[config.mk]
export PLATFORM = sky130hd
export DESIGN_NAME = uart_rx_fifo
export DESIGN_NICKNAME = d
export VERILOG_FILES = /design/src/rtl/uart_rx_fifo.sv
export SDC_FILE = /design/constraint.sdc
export NUM_CORES = 1
export LEC_CHECK = 0
export ABC_AREA = 1
export CELL_PAD_IN_SITES_DETAIL_PLACEMENT = 0
export CELL_PAD_IN_SITES_GLOBAL_PLACEMENT = 1
export CORE_MARGIN = 5
export CORE_UTILIZATION = 44
export DETAILED_ROUTE_END_ITERATION = 8
export PLACE_DENSITY_LB_ADDON = 0.1
export SLEW_MARGIN = 20
export SYNTH_ARGS = -nofsm -noshare
export SYNTH_HDL_FRONTEND = slang
export SYNTH_SLANG_ARGS = --single-unit
export TNS_END_PERCENT = 30
[constraint.sdc]
create_clock -name clock -period 3.6 [get_ports clock]
set_input_delay 0.72 -clock clock [delete_from_list [all_inputs] [get_ports clock]]
set_output_delay 0.72 -clock clock [all_outputs]
set_load 0.01 [all_outputs]
[src/rtl/uart_rx_fifo.sv]
// uart_rx_fifo: oversampling UART receiver with a show-ahead receive FIFO.
// Ports:
//   clock, reset          system clock; synchronous active-low reset
//   baud_div              oversample tick every baud_div+1 clocks
//   parity, width, stop2  frame format, latched at start-bit detection
//   in                    async serial line, idle high
//   rx_ready              consumer pops the head entry when rx_valid
//   clear_overflow        clears the sticky overflow flag
//   rx_valid, rx_data, rx_error_parity, rx_error_stop, rx_break
//                         head entry of the FIFO (all zero when empty)
//   overflow              sticky: a completed frame was dropped on a full FIFO
//   busy                  receiver is inside a frame or waiting out a break
//   level                 FIFO occupancy
module uart_rx_fifo #(
  parameter int unsigned DATA_MAX   = 16,
  parameter int unsigned OVERSAMPLE = 8,
  parameter int unsigned FIFO_DEPTH = 4,
  parameter int unsigned DIV_WIDTH  = 16
) (
  input  logic                             clock,
  input  logic                             reset,
  input  logic [DIV_WIDTH-1:0]             baud_div,
  input  logic [1:0]                       parity,
  input  logic [$clog2(DATA_MAX+1)-1:0]    width,
  input  logic                             stop2,
  input  logic                             in,
  input  logic                             rx_ready,
  input  logic                             clear_overflow,
  output logic                             rx_valid,
  output logic [DATA_MAX-1:0]              rx_data,
  output logic                             rx_error_parity,
  output logic                             rx_error_stop,
  output logic                             rx_break,
  output logic                             overflow,
  output logic                             busy,
  output logic [$clog2(FIFO_DEPTH+1)-1:0]  level
);

  localparam int unsigned WID_W   = $clog2(DATA_MAX + 1);
  localparam int unsigned IDX_W   = $clog2(DATA_MAX);
  localparam int unsigned N_W     = $clog2(OVERSAMPLE);
  localparam int unsigned PTR_W   = $clog2(FIFO_DEPTH);
  localparam int unsigned LVL_W   = $clog2(FIFO_DEPTH + 1);
  localparam int unsigned ENTRY_W = DATA_MAX + 3;
  localparam int unsigned M       = OVERSAMPLE / 2;

  localparam logic [N_W-1:0] N_V0   = N_W'(M - 1);
  localparam logic [N_W-1:0] N_V1   = N_W'(M);
  localparam logic [N_W-1:0] N_DEC  = N_W'(M + 1);
  localparam logic [N_W-1:0] N_LAST = N_W'(OVERSAMPLE - 1);

  typedef enum logic [2:0] {IDLE, START, DATA, PARITY, STOP1, STOP2, BRKWAIT} state_t;

  state_t               state, state_nx;
  logic [DIV_WIDTH-1:0] cnt;
  logic                 tick, s1, s_in, armed;
  logic [N_W-1:0]       n;
  logic                 v0, v1, bit_maj, dec, wrap, start_det;
  logic [WID_W-1:0]     bit_cnt, wid_l, wid_eff;
  logic [DATA_MAX-1:0]  data_r;
  logic                 acc, perr, stop1_bit, par_en_l, par_odd_l, stop2_l;
  logic                 push, brk_c, serr_c;

  logic [ENTRY_W-1:0]   mem [FIFO_DEPTH];
  logic [ENTRY_W-1:0]   head;
  logic [PTR_W-1:0]     wr_ptr, rd_ptr;
  logic [LVL_W-1:0]     level_nx;
  logic                 pop, full, do_write, drop;

  // Baud tick: counter 0..baud_div, tick on the terminal count.
  assign tick = (cnt == baud_div);
  always_ff @(posedge clock) begin
    if (!reset)    cnt <= '0;
    else if (tick) cnt <= '0;
    else           cnt <= cnt + DIV_WIDTH'(1);
  end

  // Two-flop synchroniser; armed blocks start detection until the line has been seen idle.
  always_ff @(posedge clock) begin
    if (!reset) begin
      s1    <= 1'b1;
      s_in  <= 1'b1;
      armed <= 1'b0;
    end else begin
      s1   <= in;
      s_in <= s1;
      if (tick && s_in) armed <= 1'b1;
    end
  end

  assign bit_maj   = (v0 & v1) | (v0 & s_in) | (v1 & s_in);
  assign dec       = tick && (n == N_DEC);
  assign wrap      = tick && (n == N_LAST);
  assign start_det = tick && armed && !s_in;
  assign wid_eff   = (width == '0 || width > WID_W'(DATA_MAX)) ? WID_W'(DATA_MAX) : width;

  // Break/stop error for the push decision; in STOP1 without stop2 the first-stop term drops out.
  assign brk_c  = (data_r == '0) && !bit_maj && (!stop2_l || !stop1_bit);
  assign serr_c = !bit_maj || (stop2_l && !stop1_bit);

  // FSM state register.
  always_ff @(posedge clock) begin
    if (!reset) state <= IDLE;
    else        state <= state_nx;
  end

  // FSM next state and push strobe.
  always_comb begin
    state_nx = state;
    push     = 1'b0;
    case (state)
      IDLE:    if (start_det) state_nx = START;
      START: begin
        if (dec && bit_maj) state_nx = IDLE;
        else if (wrap)      state_nx = DATA;
      end
      DATA:    if (wrap && bit_cnt == wid_l) state_nx = par_en_l ? PARITY : STOP1;
      PARITY:  if (wrap) state_nx = STOP1;
      STOP1: begin
        if (dec && !stop2_l) begin
          push     = 1'b1;
          state_nx = brk_c ? BRKWAIT : IDLE;
        end else if (wrap && stop2_l) begin
          state_nx = STOP2;
        end
      end
      STOP2: begin
        if (dec) begin
          push     = 1'b1;
          state_nx = brk_c ? BRKWAIT : IDLE;
        end
      end
      BRKWAIT: if (tick && s_in) state_nx = IDLE;
      default: state_nx = IDLE;
    endcase
  end

  // Sample index, votes, shift-in and frame-format latch.
  always_ff @(posedge clock) begin
    if (!reset) begin
      n         <= '0;
      v0        <= 1'b1;
      v1        <= 1'b1;
      bit_cnt   <= '0;
      data_r    <= '0;
      acc       <= 1'b0;
      perr      <= 1'b0;
      stop1_bit <= 1'b1;
      wid_l     <= '0;
      par_en_l  <= 1'b0;
      par_odd_l <= 1'b0;
      stop2_l   <= 1'b0;
    end else if (state == IDLE) begin
      if (start_det) begin
        n         <= '0;
        bit_cnt   <= '0;
        data_r    <= '0;
        acc       <= 1'b0;
        perr      <= 1'b0;
        stop1_bit <= 1'b1;
        wid_l     <= wid_eff;
        par_en_l  <= parity[1];
        par_odd_l <= parity[0];
        stop2_l   <= stop2;
      end
    end else if (tick) begin
      n <= (n == N_LAST) ? '0 : n + N_W'(1);
      if (n == N_V0) v0 <= s_in;
      if (n == N_V1) v1 <= s_in;
      if (n == N_DEC) begin
        case (state)
          DATA: begin
            data_r[bit_cnt[IDX_W-1:0]] <= bit_maj;
            acc                        <= acc ^ bit_maj;
            bit_cnt                    <= bit_cnt + WID_W'(1);
          end
          PARITY:  perr      <= acc ^ bit_maj ^ par_odd_l;
          STOP1:   stop1_bit <= bit_maj;
          default: ;
        endcase
      end
    end
  end

  assign busy = (state != IDLE);

  // Receive FIFO: a push into a full FIFO only lands if the head is popped in the same cycle.
  assign pop      = rx_valid && rx_ready;
  assign full     = (level == LVL_W'(FIFO_DEPTH));
  assign do_write = push && (!full || pop);
  assign drop     = push && full && !pop;

  always_comb begin
    level_nx = level;
    case ({do_write, pop})
      2'b10:   level_nx = level + LVL_W'(1);
      2'b01:   level_nx = level - LVL_W'(1);
      default: level_nx = level;
    endcase
  end

  // Storage array; contents are don't-care while unoccupied.
  always_ff @(posedge clock) begin
    if (do_write) mem[wr_ptr] <= {brk_c, serr_c, perr, data_r};
  end

  always_ff @(posedge clock) begin
    if (!reset) begin
      wr_ptr   <= '0;
      rd_ptr   <= '0;
      level    <= '0;
      rx_valid <= 1'b0;
      overflow <= 1'b0;
    end else begin
      if (do_write) wr_ptr <= wr_ptr + PTR_W'(1);
      if (pop)      rd_ptr <= rd_ptr + PTR_W'(1);
      level    <= level_nx;
      rx_valid <= (level_nx != '0);
      if (drop)                overflow <= 1'b1;
      else if (clear_overflow) overflow <= 1'b0;
    end
  end

  // Show-ahead head outputs, forced to zero when empty.
  assign head            = mem[rd_ptr];
  assign rx_data         = rx_valid ? head[DATA_MAX-1:0] : '0;
  assign rx_error_parity = rx_valid && head[DATA_MAX];
  assign rx_error_stop   = rx_valid && head[DATA_MAX+1];
  assign rx_break        = rx_valid && head[DATA_MAX+2];

endmodule

== Word level (Yosys, flattened, before mapping) ==
Memories as Yosys holds them, arrays and structs flattened. A register that Yosys moved wholly into a read port is not among the register bits.
Cells that the tools add are included.

* Flip-flop bits (word level): 68
* Memories: 1
* RAM bits: 76

* Reduce and logical (&&, ||, !) cells: 50
* Add/sub/neg operators: 7
* $lt $le $gt $ge: 3
* Multiplexer cells: 55
* Bitwise gates (word level): 9
* Eq/ne operators: 22

{| class="wikitable"
|+ Memory list
! name !! depth !! width !! rd ports !! clocked after Yosys merged registers in !! wr ports !! RTL line !! text
|-
| mem || 4 || 19 || 1 || 1 || 1 || 64 || <nowiki>logic [ENTRY_W-1:0] mem [FIFO_DEPTH];</nowiki>
|}

{| class="wikitable"
|+ Operators by type and width
! operator !! count
|-
| 2-to-1 mux 16 bit || 6
|-
| 2-to-1 mux 3 bit || 15
|-
| 2-to-1 mux 5 bit || 6
|-
| == test 3 bit, second input constant || 7
|-
| 2-to-1 mux 1 bit || 21
|-
| one-hot mux 3 bit (7 select lines) || 1
|-
| logical AND 1 bit || 20
|-
| adder 16 x 1 -> 16 bit, second input constant || 1
|-
| bitwise mux 16 bit || 1
|-
| == test 16 bit || 1
|-
| logical NOT 16 bit || 1
|-
| AND reduction 4 bit || 3
|-
| nonzero test 2 bit || 6
|-
| inequality test 2 bit, second input constant || 5
|-
| == test 3 x 2 -> 1 bit, second input constant || 3
|-
| AND reduction 7 bit || 1
|-
| adder 3 x 1 -> 3 bit, second input constant || 2
|-
| logical NOT 1 bit || 6
|-
| inequality test 3 bit, second input constant || 2
|-
| one-hot mux 3 bit (2 select lines) || 1
|-
| AND reduction 3 bit || 2
|-
| nonzero test 3 bit || 2
|-
| adder 5 x 1 -> 5 bit, second input constant || 1
|-
| == test 5 bit || 1
|-
| 20 further kinds || 31
|}

== Logic depth before layout (Yosys ltp) ==
* Depth after elaboration: 9
* Depth in mapped cells: 18
* Depth with buffers taken out: 18

== Worst setup path after synthesis ==
No wires, ideal clock.

* Path type: input -> register
* Start: input baud_div[2]
* End: memory mem[0][0] in the netlist's numbering, enable pin
* Buffers on the path: 0
* Arrival time: 2.519 ns
* Slack: 0.686 ns
* Setup time: 0.395 ns
* Stages on the path: 12
* Path through: inv_1 > nand2_1 > nand2_1 > nor2_1 > nand2_1 > nor2_4 > nand2_4 > nor2_1 > nand2_1 > inv_1 > nand2_1 > nor2_1

* Cells in the longest elaborated chain, start to end: 8
* Elaborated cells on any way between the ends: 9
* Those cells by class: eq/ne (1); mux (5); reduce/logical (3)

{| class="wikitable"
|+ Ends and longest elaborated chain
! what !! RTL line !! text
|-
| start: declaration || 22 || <nowiki>input logic [DIV_WIDTH-1:0] baud_div,</nowiki>
|-
| == test 16 bit (*) || 71 || <nowiki>assign tick = (cnt == baud_div);</nowiki>
|-
| logical AND 1 bit (*) || 92 || <nowiki>assign dec = tick && (n == N_DEC);</nowiki>
|-
| logical AND 1 bit || 120 || <nowiki>if (dec && !stop2_l) begin</nowiki>
|-
| 2-to-1 mux 1 bit || 120 ||
|-
| one-hot mux 1 bit (2 select lines) (*) || 111 || <nowiki>case (state)</nowiki>
|-
| logical AND 1 bit (*) || 190 || <nowiki>assign do_write = push && (!full || pop);</nowiki>
|-
| 2-to-1 mux 1 bit (*) || 204 || <nowiki>if (do_write) mem[wr_ptr] <= {brk_c, serr_c, perr, data_r};</nowiki>
|-
| 2-to-1 mux 1 bit (implied by the code) (*) || 204 ||
|-
| end: declaration || 64 ||
|}

Mark *: on every way between the ends. The rest lies on a longest branch, timed or not.

==> flow_metrics.py <==
metrics = {
    "finish": {
        "fin_nets": 934,
        "fin_cells": 1118,
        "diodes": 0,
        "fin_area_um2": 8330,
        "syn_to_final_growth_pct": 19.8,
        "mostFrequentLayoutCells": "149 x nor2_1, 128 x nand2_1, 86 x inv_1, 76 x edfxtp_1, 70 x dfxtp_1",
        "drive_gt1_share_pct": 10.5,
        "final_common_cell": "nor2_1",
    },
    "synthesis": {
        "yosysSeqAreaShare_pct": 53.0,
        "synth.avg_cell_area_um2": 8.40,
        "synth_cell_types": 42,
        "yosysWarnings": 0,
        "synth_nets": 873,
        "synth_flop_cell": "edfxtp_1",
        "synth_top_cell_by_area": "edfxtp_1",
        "synth-edff-count": 76,
        "yosys-top-cells-area": "edfxtp_1 33%, dfxtp_1 20%, nor2_1 8.0%, nand2_1 6.9%, o21ai_0 4.9%",
        "ys_ff_latch": 146,
        "async_flop_share_pct": 0,
        "synth.cell_area_um2": 6950,
        "synthCells": 828,
        "synth_top_area_share_pct": 32.8,
    },
    "critical_path": {
        "arrival_ns": 2.36,
        "worstPathCellList": "buf_12 > nor2_1 > nor2_1 > o21ai_0 > a21oi_1 > clkdlybuf4s50_1",
        "worst_path_most_repeated_cell": "nor2_1",
        "path_class": "flop to output pin",
        "critPathBufInv": 2,
        "cp.required_ns": 2.88,
        "slowest_delay_ns": 0.66,
        "worstPathMaxFanout": 26,
        "worstSetupStartpointType": "flop",
        "crit_family": "buffers and inverters",
        "crit_slowest_cell": "dfxtp_1",
        "cp-end-kind": "output pin",
    },
    "floorplanning": {
        "initial_utilization_pct": 44.3,
        "rows": 46,
        "io_pins": 54,
        "die-width_um": 136,
        "die_y_um": 136,
        "dieArea_um2": 18400,
        "coreArea_um2": 15700,
    },
    "timing": {
        "slew_headroom_pct": 54.3,
        "worstMarginPinSlew_ns": 0.678,
        "setup_viol": 0,
        "rsz0062_at_grt": "no",
        "setup_tns_ns": 0,
        "maxSlewViolCount": 0,
        "fin_skew_ns": 0.0126,
        "fin_crit_sh_pct": 85.6,
        "max_freq_ghz": 0.324,
        "post-route-min-period_ns": 3.08,
        "hold_violations": 0,
    },
    "power_and_ir_drop": {
        "p_leak_nw": 3.35,
        "irDropWorstVdd_uv": 448,
        "power.density_nw_per_um2": 502,
    },
    "run_status": {
        "status": "completed",
    },
    "global_routing": {
        "grt_pass1_vias": 5405,
        "grtUsageMet2_pct": 31.6,
        "met1_usage_pct": 23.5,
        "antenna_found_initial": 0,
        "track_usage_pct": 18.4,
        "grt_use_met3_pct": 3.64,
        "busiest_layer": "met2",
        "grt_pass1_wl_um": 26600,
        "grt_max_degree": 39,
        "grt_overflow": 0,
    },
    "place": {
        "placed_area_um2": 7780,
        "hpwl_um": 11000,
        "gp_congestion": 0.799,
        "place_inst": 1086,
        "io_buffers": 53,
    },
    "clocking": {
        "htreeDepth": 4,
        "cts_tree": "built",
        "cts_setup_buffers": 0,
        "cts_num_sinks": 146,
        "clock-root-buffer": "clkbuf_16",
        "cts_hold_buf": 0,
        "cts.repair.resized": 0,
        "cts.clk_slew.worst_paths_ns": 0.06,
        "clock_latency_ns": 0.43,
        "clock_tree.buffer_depth": 2,
        "cts_buffers": 17,
    },
    "worst_hold_path": {
        "hp-class": "flop to flop",
    },
    "detailed_routing": {
        "routedWlPerCell_um": 14.2,
        "firstDrtPassIters": 7,
        "wirelength_um": 15900,
        "vias": 5550,
        "viasPerCell": 4.96,
        "drt_iter0_markers": 335,
        "drc": 0,
        "ant_nets": 0,
    },
    "run": {
        "cap_viol_max_count": 0,
    },
}
registers in the layout, summed over array words and instances (netlist names), 2 cells and up, named ones only:
name     count
cnt         16
wid_l        5
bit_cnt      5
state        3
data_r      16
n            3
wr_ptr       2
mem         76
level        3
rd_ptr       2
metrics by stage:
stage / worst slack (ns) / utilization, % / power (W) / hold WS, ns
after floorplan: 0.686 / - / 0.00229 / 0.393
after global placement: 0.340 / 49.5 / 0.00254 / 0.394
after detailed placement: 0.263 / 49.5 / 0.00255 / 0.408
after CTS: 0.474 / 53.0 / 0.00422 / 0.423
after global routing: 0.330 / 53.0 / 0.00440 / 0.437
final: 0.517 / 53.0 / 0.00418 / 0.421
kinds of logic (layout without fill, tap and decap cells):
family                   Yosys count  after routing  synth area share [%]
adder cells (fa/ha/maj)           17             17                  3.13
AND/OR/NAND/NOR                  367            367                  23.3
AO/OA/AOI/OAI                    154            154                  11.8
XOR/XNOR                          12             12                  1.51
buffers and inverters            132            206                  7.34
flip-flops                       146            146                  53.0
Yosys cell counts, types with 3 or more instances:
cell and instances:
a21oi_2 10, ha_1 15, xor2_1 7, nor2_1 149, clkbuf_1 21, nor3_1 14
a21oi_1 55, or2_2 3, o21ai_1 16, nand3_1 29, inv_1 86, dfxtp_1 70
nand2_2 10, xnor2_1 5, inv_2 16, nor2_4 3, edfxtp_1 76, nor3b_1 4
o21ai_0 68, clkinv_1 4, nand4_1 9, and3_1 3, nand2_4 3, nand2_1 128
where the power goes:
| part | switching (W) | internal, W | leakage, nW |
|---|---|---|---|
| sequential | 0.0000414 | 0.00176 | 1.42 |
| combinational | 0.000444 | 0.000270 | 1.67 |
| clock | 0.000696 | 0.000969 | 0.267 |
final cells by class:
type,count,area [µm²]
Sequential cell,146,3680
Fill cell,1470,7380
Timing Repair Buffer,67,661
Tap cell,216,270
Clock inverter,12,108
Inverter,107,403
Clock buffer,20,447
Multi-Input combinational cell,550,2760
path summary, 6_finish.rpt:
check / cells past startpoint / end / slack, ns / from
worst min-delay path: 1 / s_in / 0.42 / s1
worst min register to register: 1 / s_in / 0.42 / s1
worst max-delay path: 6 / rx_data[14] / 0.52 / flop
worst max register to register: 17 / rx_valid / 1.02 / cnt[9]
routing by layer:
metal | vias up | routed length [µm]
li1 | 2838 | -
met1 | 2582 | 7260
met2 | 113 | 7770
met3 | 17 | 694
met4 | 0 | 187
met5 | - | 0
(Power assumes the default switching activity.)
